File: config.mk
export PLATFORM = sky130hd
export DESIGN_NAME = dm_arbiter_flat
export DESIGN_NICKNAME = d
export VERILOG_FILES = /design/src/rtl/dm_arbiter_if.sv /design/src/rtl/dm_arbiter.sv /design/src/flat_wrapper.sv
export SDC_FILE = /design/constraint.sdc
export NUM_CORES = 1
export LEC_CHECK = 0
export ABC_AREA = 1
export BUFFER_PORTS_ARGS = -buffer_cell sky130_fd_sc_hd__clkbuf_2
export CAP_MARGIN = 30
export CORE_AREA = 4 4 139 141
export CTS_CLUSTER_DIAMETER = 100
export DETAILED_ROUTE_END_ITERATION = 12
export DIE_AREA = 0 0 143 145
export PLACE_DENSITY = 0.58
export SLEW_MARGIN = 0
export SYNTH_ARGS = -nofsm -noshare
export SYNTH_HDL_FRONTEND = slang
export SYNTH_SLANG_ARGS = --single-unit
export TNS_END_PERCENT = 1
File: constraint.sdc
create_clock -name clk -period 2.2 [get_ports clk]
set_clock_uncertainty 0.05 [all_clocks]
set_input_delay 0.11 -clock clk [delete_from_list [all_inputs] [get_ports clk]]
set_output_delay 0.11 -clock clk [all_outputs]
set_load 0.02 [all_outputs]
File: src/rtl/dm_arbiter_if.sv
// dm_arbiter_if: CPU, EXT, fill-control and data-memory signals of the data-memory arbiter
interface dm_arbiter_if;
    logic        cpu_req;
    logic        cpu_we;
    logic [31:0] cpu_addr;
    logic [31:0] cpu_wd;
    logic [31:0] cpu_pc;
    logic [31:0] cpu_rd;
    logic        cpu_stall;
    logic        ext_req;
    logic        ext_we;
    logic [31:0] ext_addr;
    logic [31:0] ext_wd;
    logic        ext_ack;
    logic [31:0] ext_rd;
    logic        ext_err;
    logic        clr_start;
    logic        clr_busy;
    logic        dm_we;
    logic        dm_re;
    logic [31:0] dm_addr;
    logic [31:0] dm_wd;
    logic [31:0] dm_pc;
    logic [31:0] dm_rd;

    // Arbiter side
    modport slave (
        input  cpu_req, cpu_we, cpu_addr, cpu_wd, cpu_pc,
        output cpu_rd, cpu_stall,
        input  ext_req, ext_we, ext_addr, ext_wd,
        output ext_ack, ext_rd, ext_err,
        input  clr_start,
        output clr_busy,
        output dm_we, dm_re, dm_addr, dm_wd, dm_pc,
        input  dm_rd
    );

    // Requester / memory side
    modport master (
        output cpu_req, cpu_we, cpu_addr, cpu_wd, cpu_pc,
        input  cpu_rd, cpu_stall,
        output ext_req, ext_we, ext_addr, ext_wd,
        input  ext_ack, ext_rd, ext_err,
        output clr_start,
        input  clr_busy,
        input  dm_we, dm_re, dm_addr, dm_wd, dm_pc,
        output dm_rd
    );
endinterface

File: src/rtl/dm_arbiter.sv
// dm_arbiter: shares one data-memory access per cycle between CPU, EXT port and a zero-fill engine
module dm_arbiter #(
    parameter int DEPTH = 3072
) (
    input logic       clk,
    input logic       reset,
    dm_arbiter_if.slave bus
);
    localparam int CW = $clog2(DEPTH);

    typedef enum logic {ARB, CLEAR} state_t;

    state_t        state_q, state_d;
    logic [CW-1:0] cnt_q, cnt_d;
    logic          last_ext_q, last_ext_d;
    logic          ext_ack_q, ext_ack_d;
    logic          ext_err_q, ext_err_d;
    logic [31:0]   ext_rd_q, ext_rd_d;
    logic          ext_in_range, ext_ok, grant_cpu, grant_ext;

    // Round-robin grant; EXT is masked in its ack cycle so a still-held request is not served twice
    always_comb begin
        ext_in_range = bus.ext_addr[31:2] < 30'(DEPTH);
        ext_ok       = bus.ext_req && !ext_ack_q;
        grant_cpu    = (state_q == ARB) && bus.cpu_req && (!ext_ok || last_ext_q);
        grant_ext    = (state_q == ARB) && ext_ok && (!bus.cpu_req || !last_ext_q);
    end

    // Memory port mux plus the combinational CPU response and registered EXT response
    always_comb begin
        bus.dm_we   = 1'b0;
        bus.dm_re   = 1'b0;
        bus.dm_addr = '0;
        bus.dm_wd   = '0;
        bus.dm_pc   = '0;
        if (state_q == CLEAR) begin
            bus.dm_we   = 1'b1;
            bus.dm_addr = {{(30-CW){1'b0}}, cnt_q, 2'b00};
        end else if (grant_cpu) begin
            bus.dm_we   = bus.cpu_we;
            bus.dm_re   = !bus.cpu_we;
            bus.dm_addr = bus.cpu_addr;
            bus.dm_wd   = bus.cpu_wd;
            bus.dm_pc   = bus.cpu_pc;
        end else if (grant_ext && ext_in_range) begin
            bus.dm_we   = bus.ext_we;
            bus.dm_re   = !bus.ext_we;
            bus.dm_addr = bus.ext_addr;
            bus.dm_wd   = bus.ext_wd;
        end
        bus.cpu_rd    = grant_cpu ? bus.dm_rd : '0;
        bus.cpu_stall = bus.cpu_req && !grant_cpu;
        bus.clr_busy  = state_q == CLEAR;
        bus.ext_ack   = ext_ack_q;
        bus.ext_err   = ext_err_q;
        bus.ext_rd    = ext_rd_q;
    end

    // Next state: fill sweep counter, round-robin history and the EXT response registers
    always_comb begin
        state_d    = state_q;
        cnt_d      = cnt_q;
        last_ext_d = grant_ext ? 1'b1 : grant_cpu ? 1'b0 : last_ext_q;
        ext_ack_d  = grant_ext;
        ext_err_d  = grant_ext && !ext_in_range;
        ext_rd_d   = ext_rd_q;
        if (grant_ext && !ext_in_range)
            ext_rd_d = '0;
        else if (grant_ext && !bus.ext_we)
            ext_rd_d = bus.dm_rd;
        if (state_q == ARB && bus.clr_start) begin
            state_d = CLEAR;
            cnt_d   = '0;
        end else if (state_q == CLEAR) begin
            state_d = (cnt_q == CW'(DEPTH - 1)) ? ARB : CLEAR;
            cnt_d   = (cnt_q == CW'(DEPTH - 1)) ? '0 : cnt_q + 1'b1;
        end
    end

    // State registers; last_grant resets to EXT so the CPU wins the first tie
    always_ff @(posedge clk or negedge reset) begin
        if (!reset) begin
            state_q    <= ARB;
            cnt_q      <= '0;
            last_ext_q <= 1'b1;
            ext_ack_q  <= 1'b0;
            ext_err_q  <= 1'b0;
            ext_rd_q   <= '0;
        end else begin
            state_q    <= state_d;
            cnt_q      <= cnt_d;
            last_ext_q <= last_ext_d;
            ext_ack_q  <= ext_ack_d;
            ext_err_q  <= ext_err_d;
            ext_rd_q   <= ext_rd_d;
        end
    end
endmodule

File: src/flat_wrapper.sv
// flat-port wrapper written by rule: the top's interface ports become plain ports
module dm_arbiter_flat 
#(
    parameter int DEPTH = 3072
)
  (clk, reset, bus_cpu_req, bus_cpu_we, bus_cpu_addr, bus_cpu_wd, bus_cpu_pc, bus_cpu_rd, bus_cpu_stall, bus_ext_req, bus_ext_we, bus_ext_addr, bus_ext_wd, bus_ext_ack, bus_ext_rd, bus_ext_err, bus_clr_start, bus_clr_busy, bus_dm_we, bus_dm_re, bus_dm_addr, bus_dm_wd, bus_dm_pc, bus_dm_rd);
  dm_arbiter_if bus_i ();
  input logic clk;
  input logic reset;
  input wire logic [$bits(bus_i.cpu_req)-1:0] bus_cpu_req;
  input wire logic [$bits(bus_i.cpu_we)-1:0] bus_cpu_we;
  input wire logic [$bits(bus_i.cpu_addr)-1:0] bus_cpu_addr;
  input wire logic [$bits(bus_i.cpu_wd)-1:0] bus_cpu_wd;
  input wire logic [$bits(bus_i.cpu_pc)-1:0] bus_cpu_pc;
  output wire logic [$bits(bus_i.cpu_rd)-1:0] bus_cpu_rd;
  output wire logic [$bits(bus_i.cpu_stall)-1:0] bus_cpu_stall;
  input wire logic [$bits(bus_i.ext_req)-1:0] bus_ext_req;
  input wire logic [$bits(bus_i.ext_we)-1:0] bus_ext_we;
  input wire logic [$bits(bus_i.ext_addr)-1:0] bus_ext_addr;
  input wire logic [$bits(bus_i.ext_wd)-1:0] bus_ext_wd;
  output wire logic [$bits(bus_i.ext_ack)-1:0] bus_ext_ack;
  output wire logic [$bits(bus_i.ext_rd)-1:0] bus_ext_rd;
  output wire logic [$bits(bus_i.ext_err)-1:0] bus_ext_err;
  input wire logic [$bits(bus_i.clr_start)-1:0] bus_clr_start;
  output wire logic [$bits(bus_i.clr_busy)-1:0] bus_clr_busy;
  output wire logic [$bits(bus_i.dm_we)-1:0] bus_dm_we;
  output wire logic [$bits(bus_i.dm_re)-1:0] bus_dm_re;
  output wire logic [$bits(bus_i.dm_addr)-1:0] bus_dm_addr;
  output wire logic [$bits(bus_i.dm_wd)-1:0] bus_dm_wd;
  output wire logic [$bits(bus_i.dm_pc)-1:0] bus_dm_pc;
  input wire logic [$bits(bus_i.dm_rd)-1:0] bus_dm_rd;
  assign bus_i.cpu_req = bus_cpu_req;
  assign bus_i.cpu_we = bus_cpu_we;
  assign bus_i.cpu_addr = bus_cpu_addr;
  assign bus_i.cpu_wd = bus_cpu_wd;
  assign bus_i.cpu_pc = bus_cpu_pc;
  assign bus_cpu_rd = bus_i.cpu_rd;
  assign bus_cpu_stall = bus_i.cpu_stall;
  assign bus_i.ext_req = bus_ext_req;
  assign bus_i.ext_we = bus_ext_we;
  assign bus_i.ext_addr = bus_ext_addr;
  assign bus_i.ext_wd = bus_ext_wd;
  assign bus_ext_ack = bus_i.ext_ack;
  assign bus_ext_rd = bus_i.ext_rd;
  assign bus_ext_err = bus_i.ext_err;
  assign bus_i.clr_start = bus_clr_start;
  assign bus_clr_busy = bus_i.clr_busy;
  assign bus_dm_we = bus_i.dm_we;
  assign bus_dm_re = bus_i.dm_re;
  assign bus_dm_addr = bus_i.dm_addr;
  assign bus_dm_wd = bus_i.dm_wd;
  assign bus_dm_pc = bus_i.dm_pc;
  assign bus_i.dm_rd = bus_dm_rd;
  dm_arbiter #(.DEPTH(DEPTH)) u_core (.clk(clk), .reset(reset), .bus(bus_i));
endmodule
# == Word-level counts from Yosys, hierarchy flattened ==
# Index checks and enable logic that the tools add are counted.
# word_totals
register_bits,48
inputBits,199
out_inout_bits,166
elab_cells,58
# op_classes
add_sub_neg,1
n_lt_le_gt_ge,1
eq_ne,1
n_mux,25
bitwise,1
reduce_logical,23
# op_table
operator,n
32-bit two-way mux,11
12-bit two-way mux,3
"30-bit by 12-bit < comparator with 1-bit output, second input constant",1
"12-bit by 1-bit adder with 12-bit output, second input constant",1
"12-bit == test, second input constant",1
1-bit two-way mux,11
1-bit logical AND,10
1-bit zero test,8
2-bit nonzero test,3
1-bit logical OR,2
1-bit NOT,1

# == Logic depth before layout (Yosys ltp) ==
# Gate-level depths: netlist of the first run.
# depth
word_depth,8
mapped_depth,9
depth_no_buf,8

# == Worst setup path before layout of the first run ==
# Ideal clock, no wire load.
# synth_path
path_kind,reg-to-output
start,register u_core.state_q (netlist: u_core.bus.clr_busy)
end,output port bus_dm_re
arrival_ps,1452
required_ps,2040
path_slack_ps,588
stages_incl_launch_ff,9
path_buffers,2
path_cell_list,dfrtp_1 > buf_2 > nor2_1 > nand2_1 > inv_1 > buf_4 > nand2_1 > nand2_1 > a21oi_1
# synth_between
elab_chain_len,7
word_cells_on_any_way,9
classes_between,3 x mux; 1 x bitwise; 5 x reduce/logical
# synth_rtl
item,line,text
from (decl),dm_arbiter.sv:13,"state_t state_q, state_d;"
from (signal assigned),dm_arbiter.sv:90,state_q <= state_d;
1-bit NOT,"dm_arbiter.sv:25, dm_arbiter.sv:26",
1-bit logical AND (2 in series),dm_arbiter.sv:26,grant_ext = (state_q == ARB) && ext_ok && (!bus.cpu_req || !last_ext_q);
1-bit logical AND,dm_arbiter.sv:45,end else if (grant_ext && ext_in_range) begin
1-bit two-way mux,dm_arbiter.sv:45,
1-bit two-way mux,dm_arbiter.sv:39,end else if (grant_cpu) begin
1-bit two-way mux (*),dm_arbiter.sv:36,if (state_q == CLEAR) begin
to (decl),flat_wrapper.sv:27,output wire logic [$bits(bus_i.dm_re)-1:0] bus_dm_re;
# Every way passes the cells marked *; elsewhere a longest branch is shown, timed or not.

# == Worst setup path after layout of the first run ==
# layout_path
start,register u_core.ext_ack_q (netlist: u_core.bus.ext_ack)
end,output port bus_dm_re
# layout_between
elab_chain_len,8
word_cells_on_any_way,11
classes_between,3 x mux; 8 x reduce/logical
# layout_rtl
item,line,text
from (decl),dm_arbiter.sv:16,"logic ext_ack_q, ext_ack_d;"
from (signal assigned),dm_arbiter.sv:93,ext_ack_q <= ext_ack_d;
1-bit zero test (*),dm_arbiter.sv:24,ext_ok = bus.ext_req && !ext_ack_q;
1-bit logical AND (*),dm_arbiter.sv:24,
1-bit logical AND (2 in series),dm_arbiter.sv:26,
1-bit logical AND,dm_arbiter.sv:45,
1-bit two-way mux,dm_arbiter.sv:45,
1-bit two-way mux (*),dm_arbiter.sv:39,
1-bit two-way mux (*),dm_arbiter.sv:36,
# Marked as above.

==> results of run 1 <==
## critical path: stages (launching register included)
cell and delay [ns]:
dfrtp_1 0.38, nor2_1 0.19, nand2_1 0.12, nand2_4 0.09, inv_1 0.08, buf_12 0.18
nand2_1 0.10, nand2_1 0.05, a21oi_1 0.11, clkbuf_2 0.18
## power groups by stage
| stage | logic [mW] | clock network, mW | registers (mW) |
|---|---|---|---|
| final | 0.257 | 0.887 | 0.884 |
| after global routing | 0.289 | 0.954 | 0.884 |
| after CTS | 0.260 | 0.922 | 0.884 |
| after detailed placement | 0.257 | 0 | 0.901 |
| after global placement | 0.257 | 0 | 0.901 |
| after floorplan | 0.0426 | 0 | 0.901 |
## synth_stat cells (3+ instances only)
master	count	area share
nor2_1	108	0.11
clkbuf_1	3	0.0030
buf_2	31	0.042
buf_6	3	0.0091
o21ai_0	5	0.0067
o21ai_1	3	0.0040
inv_2	4	0.0040
xor2_1	4	0.0094
inv_1	106	0.11
dfrtp_1	47	0.32
nand3_1	136	0.18
nand2_1	169	0.17
## registers in the layout, summed over array words and instances (netlist names)
| name | count |
|---|---|
| u_core.bus.clr_busy | 1 |
| u_core.cnt_q | 12 |
| u_core.last_ext_q | 1 |
| u_core.bus.ext_err | 1 |
| u_core.bus.ext_ack | 1 |
| u_core.bus.ext_rd | 32 |
## cell type report
cell class	count	share of cell area
repair buffers	375	0.332
multi-input cells	436	0.319
flip-flops and latches	48	0.203
inverters	110	0.0695
well taps	229	0.0483
clock buffers	5	0.0211
clock inverters	3	0.00801
## cell families after synthesis
kind of cell | synth area share
xor+xnor | 0.0118
buf+inv | 0.167
flops | 0.324
simple gates | 0.478
compound gates | 0.0155
fa+ha+maj | 0.00337
## cell usage in the layout (no fill, tap or decap)
cell / instances
nor2_2: 2
o21ai_0: 5
nand3_1: 136
xnor2_1: 1
a21oi_1: 2
inv_2: 4
nand2_4: 1
dlygate4sd3_1: 1
buf_4: 5
nand3_2: 1
nand2_1: 168
xor2_1: 4
dfstp_2: 1
nor2_1: 108
clkbuf_2: 364
buf_12: 5
bufinv_16: 1
inv_1: 106
nor2_4: 2
clkinv_4: 2
o21bai_1: 1
o21ai_1: 3
dfrtp_1: 47
clkbuf_16: 5
ha_1: 1
nand4_1: 1
## layer usage
layer | vias to the layer above | global-route usage
li1 | 2593 | -
met1 | 2246 | 0.168
met2 | 201 | 0.287
met3 | 8 | 0.0369
met4 | 0 | 0.0157
met5 | - | 0
## worst max path at each step
stage / slack, ns / cells past startpoint / endpoint
floorplan: 0.59 / 8 / bus_dm_re
global placement: 0.54 / 8 / u_core.cnt_q[5]$_DFFE_PN0P_
detailed placement: 0.52 / 8 / u_core.cnt_q[3]$_DFFE_PN0P_
CTS: 0.23 / 9 / bus_dm_re
global route: 0.09 / 9 / bus_dm_re
finish: 0.27 / 9 / bus_dm_re
==> results.ini, run 1 <==
[critical_path]
crit_fanout=46
arrival_ns=1.77
cp-startpoint=u_core.bus.ext_ack$_DFF_PN0_
regToRegStartpoint=u_core.cnt_q[0]$_DFFE_PN0P_
r2r-end=u_core.cnt_q[3]$_DFFE_PN0P_
required_ns=2.04
cp-start-kind=register
critPathKind=reg -> out
crit_path_end_kind=output pin
reg2reg_slack_ns=0.53
r2r_cells=8

[power]
power.share.sequential=0.436
clkPwrFrac=0.437
p_int_mw=1.57
totalPowerFinal_mw=2.03
power.density_nw_per_um2=342
swShare=0.227
p_switching_mw=0.461
ir_drop_v=0.000271
p_leak_nw=3.97
pwr-share-comb=0.127

[floorplanning]
dieArea_sq_um=20700
die_h_um=145
rows=49
io_pins=365
core_area_sq_um=18000
start_util=0.206
die_x_um=143

[timing]
finalHoldViolations=0
period_minus_slack_ns=1.93
max_freq_ghz=0.517
slew_headroom=0.550
slew_violations=0
whs_ns=0.00964
setup-tns-final_ns=0
period_share=0.878
rsz0062_at_grt=no
worstMarginPinSlew_ns=0.673
setup_viol=0
fin_ws_ns=0.267

[routing]
initialDrtViolationCount=233
ant_nets=0
drc=0
vias=5048
routed_wl_um=16400
wl_per_cell_um=13.6
met3WireLength_um=1490
wl_met1_um=6230
met2WireLength_um=8580
via_per_inst=4.19
drt_first_pass_iters=4
routed.top_layer=met4

[place]
hpwl_um=13300
portBuffers=364
gp_congestion=0.853
placed_cell_area_sq_um=5750
placedCellCount=1197
place_ws_ns=0.521

[clock_tree]
post_cts_buffers=0
cts_tree=built
cts_buffers=5
clk_pin_slew_ns=0.07
cts_buffer_depth=2
clkLatencyLatePin_ns=0.29
clock-sinks=48
cts-root-buf=clkbuf_16
ctsResizeCount=0
h-tree-depth=2
hold_buffers=1

[synth]
yosys_register_bits=48
yosysWarnings=0
synth_cell_type_count=22
ys.flop_type=dfrtp_1
synthesis.instances=632
synth-edff-count=0
synth_nets=832
async_flop_share=1.00
yosysSeqAreaShare=0.324
syn_area_per_cell_sq_um=5.87
netlist_area_sq_um=3710

[grt]
grt_pass1_vias=4819
grt.overflow.total=0
grt_pass1_wl_um=25100
grt_max_degree=84
gr-usage-all-layers=0.149
antenna_found_initial=0

[min_path]
min_from=bus_dm_rd[28]
min_to=u_core.bus.ext_rd[28]$_DFFE_PN0P_
hold_path_depth=3
min-delay-path-class=in -> reg

[cells_and_area]
num-nets-final=1176
multi_input_area_sq_um=1890
drive_gt1_frac=0.402
finish.utilization=0.331
area_growth_pct=60.1
fillers=2024
ff_latch_area_sq_um=1200
design_area_sq_um=5940
final_cells=1206
diodes=0

[run_status]
status=finished, final reports clean

[job]
cap_violations=0

Power figures use the tool's default switching activity.
==> inputs of run 2 (changes only) <==
Settings changed: CORE_AREA 4 4 139 141 to 2 2 141 143, PLACE_DENSITY 0.58 to 0.55, SKIP_LAST_GASP set to 1.
==> results.ini, run 2 (same netlist as run 1, synthesis figures left out) <==
[floorplanning]
dieArea_sq_um=20700  ; unchanged
core_area_sq_um=19200  ; was 18000 sq um
die_h_um=145  ; unchanged
io_pins=365  ; unchanged
die_x_um=143  ; unchanged
rows=51  ; was 49
start_util=0.193  ; was 0.206

[min_path]
hold_path_depth=3  ; unchanged
min_to=u_core.bus.ext_rd[26]$_DFFE_PN0P_  ; was u_core.bus.ext_rd[28]$_DFFE_PN0P_
min-delay-path-class=in -> reg  ; unchanged
min_from=bus_dm_rd[26]  ; was bus_dm_rd[28]

[routing]
vias=5072  ; was 5048
drt_first_pass_iters=5  ; was 4
via_per_inst=4.07  ; was 4.19
ant_nets=0  ; unchanged
drc=0  ; unchanged
routed_wl_um=15400  ; was 16400 um
wl_per_cell_um=12.3  ; was 13.6 um
initialDrtViolationCount=205  ; was 233

[clock_tree]
ctsResizeCount=0  ; unchanged
cts_buffer_depth=2  ; unchanged
cts_buffers=5  ; unchanged
clock-sinks=48  ; unchanged
post_cts_buffers=0  ; unchanged
h-tree-depth=2  ; unchanged
clkLatencyLatePin_ns=0.29  ; about the same
hold_buffers=4  ; was 1
cts_tree=built  ; unchanged
clk_pin_slew_ns=0.07  ; about the same
cts-root-buf=clkbuf_16  ; unchanged

[critical_path]
cp-startpoint=u_core.bus.ext_ack$_DFF_PN0_  ; unchanged
crit_path_end_kind=output pin  ; unchanged
crit_fanout=55  ; was 46
regToRegStartpoint=u_core.cnt_q[0]$_DFFE_PN0P_  ; unchanged
reg2reg_slack_ns=0.56  ; was 0.53 ns
cp-start-kind=register  ; unchanged
arrival_ns=1.79  ; was 1.77 ns
critPathKind=reg -> out  ; unchanged
r2r-end=u_core.cnt_q[4]$_DFFE_PN0P_  ; was u_core.cnt_q[3]$_DFFE_PN0P_
r2r_cells=8  ; unchanged
required_ns=2.04  ; about the same

[power]
ir_drop_v=0.000256  ; was 0.000271 V
power.density_nw_per_um2=323  ; was 342 nW/um^2
p_leak_nw=3.97  ; about the same
totalPowerFinal_mw=1.93  ; was 2.03 mW

[cells_and_area]
largest_reg_flops=32  ; unchanged
layout_commonest_cell=clkbuf_2  ; unchanged
layout_common_cells=clkbuf_2, nand2_1, nand3_1  ; unchanged
design_area_sq_um=5980  ; was 5940 sq um
diodes=0  ; unchanged
finish.utilization=0.311  ; was 0.331
drive_gt1_frac=0.402  ; about the same
area_growth_pct=61.3  ; was 60.1%
num-nets-final=1180  ; was 1176
fillers=2141  ; was 2024
final_cells=1246  ; was 1206
multi_input_area_sq_um=1890  ; about the same
ff_latch_area_sq_um=1200  ; unchanged

[timing]
slew_headroom=0.570  ; was 0.550
setup-tns-final_ns=0  ; unchanged
slew_violations=0  ; unchanged
worstMarginPinSlew_ns=0.645  ; was 0.673 ns
period_minus_slack_ns=1.95  ; was 1.93 ns
setup_viol=0  ; unchanged
max_freq_ghz=0.513  ; was 0.517 GHz
fin_ws_ns=0.252  ; was 0.267 ns
whs_ns=0.0105  ; was 0.00964 ns
finalHoldViolations=0  ; unchanged
rsz0062_at_grt=no  ; unchanged
period_share=0.885  ; was 0.878

[place]
portBuffers=364  ; unchanged
placedCellCount=1234  ; was 1197
hpwl_um=12500  ; was 13300 um
gp_congestion=0.905  ; was 0.853
placed_cell_area_sq_um=5790  ; was 5750 sq um
place_ws_ns=0.506  ; was 0.521 ns

[grt]
grt.overflow.total=0  ; unchanged
antenna_found_initial=0  ; unchanged
gr-usage-all-layers=0.141  ; was 0.149
grt_max_degree=67  ; was 84
grt_pass1_wl_um=23800  ; was 25100 um
grt_pass1_vias=4517  ; was 4819

[run_status]
status=finished, final reports clean  ; unchanged

[job]
cap_violations=0  ; unchanged

run 2: metal layers:
metal  up-vias  track usage  wire length, um
met1      2238        0.184             6730
li1       2609            -                -
met2       218        0.250             7450
met3         7       0.0254             1130
met5         -            0                0
met4         0       0.0139               59
run 2: power breakdown:
| part | switching [mW] | internal (mW) | total (mW) |
|---|---|---|---|
| sequential | 0.000388 | 0.883 | 0.884 |
| clock | 0.357 | 0.432 | 0.789 |
| combinational | 0.113 | 0.146 | 0.259 |
run 2: worst max-delay path by stage:
stage / endpoint / slack, ns / cells after the start
floorplan: bus_dm_re / 0.59 / 8
global placement: bus_dm_wd[1] / 0.51 / 10
detailed placement: bus_dm_wd[1] / 0.51 / 10
CTS: bus_dm_re / 0.21 / 6
global route: bus_dm_re / 0.08 / 6
finish: bus_dm_re / 0.25 / 6
run 2: area by class of cell:
cell class,count,area share
Sequential cell,48,0.201
Timing Repair Buffer,379,0.333
Clock buffer,5,0.0209
Inverter,110,0.0690
Tap cell,265,0.0554
Clock inverter,3,0.00439
Multi-Input combinational cell,436,0.316
run 2: worst max-delay path, cell delays in order (launching register included):
cell      delay (ns)
dfrtp_1         0.38
nor2_1          0.16
nand2_1         0.08
nand2_2         0.07
buf_4           0.44
a21oi_1         0.16
clkbuf_2        0.18
==> inputs of run 3 (changes only) <==
Settings changed: MAX_ROUTING_LAYER set to met4.
==> results.ini, run 3 (same netlist as run 1, synthesis figures left out) <==
[run_status]
status=finished, final reports clean  ; unchanged

[place]
gp_congestion=0.921  ; was 0.905
placed_cell_area_sq_um=5790  ; unchanged
hpwl_um=12500  ; unchanged
portBuffers=364  ; unchanged

[power]
power.density_nw_per_um2=323  ; about the same
totalPowerFinal_mw=1.93  ; about the same
p_leak_nw=3.97  ; unchanged
ir_drop_v=0.000256  ; about the same

[timing]
slew_headroom=0.569  ; was 0.570
rsz0062_at_grt=no  ; unchanged
setup-tns-final_ns=0  ; unchanged
period_share=0.887  ; was 0.885
period_minus_slack_ns=1.95  ; about the same
slew_violations=0  ; unchanged
finalHoldViolations=0  ; unchanged
setup_viol=0  ; unchanged
worstMarginPinSlew_ns=0.647  ; was 0.645 ns
max_freq_ghz=0.513  ; about the same

[routing]
via_per_inst=4.08  ; was 4.07
wl_per_cell_um=12.4  ; was 12.3 um
drt_first_pass_iters=5  ; unchanged
ant_nets=0  ; unchanged
initialDrtViolationCount=192  ; was 205
routed_wl_um=15400  ; about the same
drc=0  ; unchanged
vias=5084  ; was 5072

[grt]
grt.overflow.total=0  ; unchanged
grt_pass1_vias=4515  ; was 4517
grt_pass1_wl_um=23800  ; unchanged
gr-usage-all-layers=0.145  ; was 0.141
grt_max_degree=67  ; unchanged
antenna_found_initial=0  ; unchanged

[critical_path]
required_ns=2.04  ; about the same
slowest_delay_ns=0.44  ; about the same
critPathKind=reg -> out  ; unchanged
regToRegStartpoint=u_core.bus.ext_ack$_DFF_PN0_  ; was u_core.cnt_q[0]$_DFFE_PN0P_
r2r_cells=6  ; was 8
crit_path_top_delay_cell=buf_4  ; unchanged
arrival_ns=1.79  ; about the same
crit_path_end_kind=output pin  ; unchanged
cp-start-kind=register  ; unchanged
critPathBufInv=2  ; unchanged
cp-startpoint=u_core.bus.ext_ack$_DFF_PN0_  ; unchanged
path_delay_family=buffers and inverters  ; unchanged
crit_fanout=55  ; unchanged
path_cells=nor2_1 -> nand2_1 -> nand2_2 -> buf_4 -> a21oi_1 -> clkbuf_2  ; unchanged
path_depth=6  ; unchanged

[clock_tree]
clkLatencyLatePin_ns=0.29  ; about the same
cts_buffer_depth=2  ; unchanged
cts-root-buf=clkbuf_16  ; unchanged
clock-sinks=48  ; unchanged
post_cts_buffers=0  ; unchanged
clk_pin_slew_ns=0.07  ; about the same
cts_buffers=5  ; unchanged
h-tree-depth=2  ; unchanged
cts_tree=built  ; unchanged

[floorplanning]
rows=51  ; unchanged
die_h_um=145  ; unchanged
start_util=0.193  ; unchanged
die_x_um=143  ; unchanged
dieArea_sq_um=20700  ; unchanged
core_area_sq_um=19200  ; unchanged
io_pins=365  ; unchanged

[cells_and_area]
num-nets-final=1180  ; unchanged
design_area_sq_um=5980  ; unchanged
layout_common_cells=clkbuf_2, nand2_1, nand3_1  ; unchanged
largest_reg_flops=32  ; unchanged
layout_commonest_cell=clkbuf_2  ; unchanged
area_growth_pct=61.3  ; unchanged
drive_gt1_frac=0.402  ; unchanged
diodes=0  ; unchanged

[min_path]
min-delay-path-class=in -> reg  ; unchanged
hold_path_depth=3  ; unchanged
min_from=bus_dm_rd[26]  ; unchanged

[job]
cap_violations=0  ; unchanged

run 3: cell counts in the layout (fill, tap and decap cells not counted):
Identical to the previous run, type by type.
run 3: power by group:
part	switching, mW	internal (mW)	leakage [nW]
registers	0.000388	0.883	0.632
clock network	0.358	0.432	0.0748
logic	0.113	0.146	3.26
run 3: worst reg2reg max path, stage by stage, from the launching register on:
cell     delay [ns]
dfrtp_1        0.38
nor2_1         0.16
nand3_2        0.13
nor2_4         0.25
inv_2          0.29
nand3_1        0.19
nand2_1        0.06
run 3: worst paths after layout:
check / endpoint / slack, ns
max: bus_dm_re / 0.25
min: u_core.bus.ext_rd[26]$_DFFE_PN0P_ / 0.01
max reg2reg: u_core.bus.ext_rd[12]$_DFFE_PN0P_ / 0.56
min reg2reg: u_core.bus.ext_rd[22]$_DFFE_PN0P_ / 0.45
max in group asynchronous: u_core.bus.ext_rd[13]$_DFFE_PN0P_ / 1.24
min in group asynchronous: u_core.cnt_q[8]$_DFFE_PN0P_ / 0.42
run 3: per-stage QoR:
| step | hold WS [ns] | worst slack [ns] | utilization | instances |
|---|---|---|---|---|
| 4_1_cts | 0.00150 | 0.209 | 0.311 | 1246 |
| 5_1_grt | 0.0168 | 0.0803 | 0.311 | 1246 |
| 3_3_place_gp | 0.220 | 0.512 | 0.301 | 1234 |
| 2_1_floorplan | -0.236 | 0.588 | - | 632 |
| 3_5_place_dp | 0.215 | 0.506 | 0.301 | 1234 |
| 6_report | 0.00991 | 0.250 | 0.311 | 1246 |
run 3: metal layers:
layer / up-vias / routed length, um / global-route usage
li1: 2610 / - / -
met1: 2234 / 6780 / 0.186
met2: 233 / 7460 / 0.250
met3: 7 / 1100 / 0.0228
met4: 0 / 55 / 0.0139
met5: - / 0 / -
run 3: layout make-up:
| cell class | instances | area [sq um] |
|---|---|---|
| Clock buffer | 5 | 125 |
| Clock inverter | 3 | 26.3 |
| Inverter | 110 | 413 |
| Fill cell | 2141 | 13200 |
| Timing Repair Buffer | 379 | 1990 |
| Multi-Input combinational cell | 436 | 1890 |
| Tap cell | 265 | 332 |
| Sequential cell | 48 | 1200 |
run 3: repair_timing:
item,CTS,global route
endpoints found under the hold margin,50,0
hold buffers,4,0
gates resized for setup,0,0
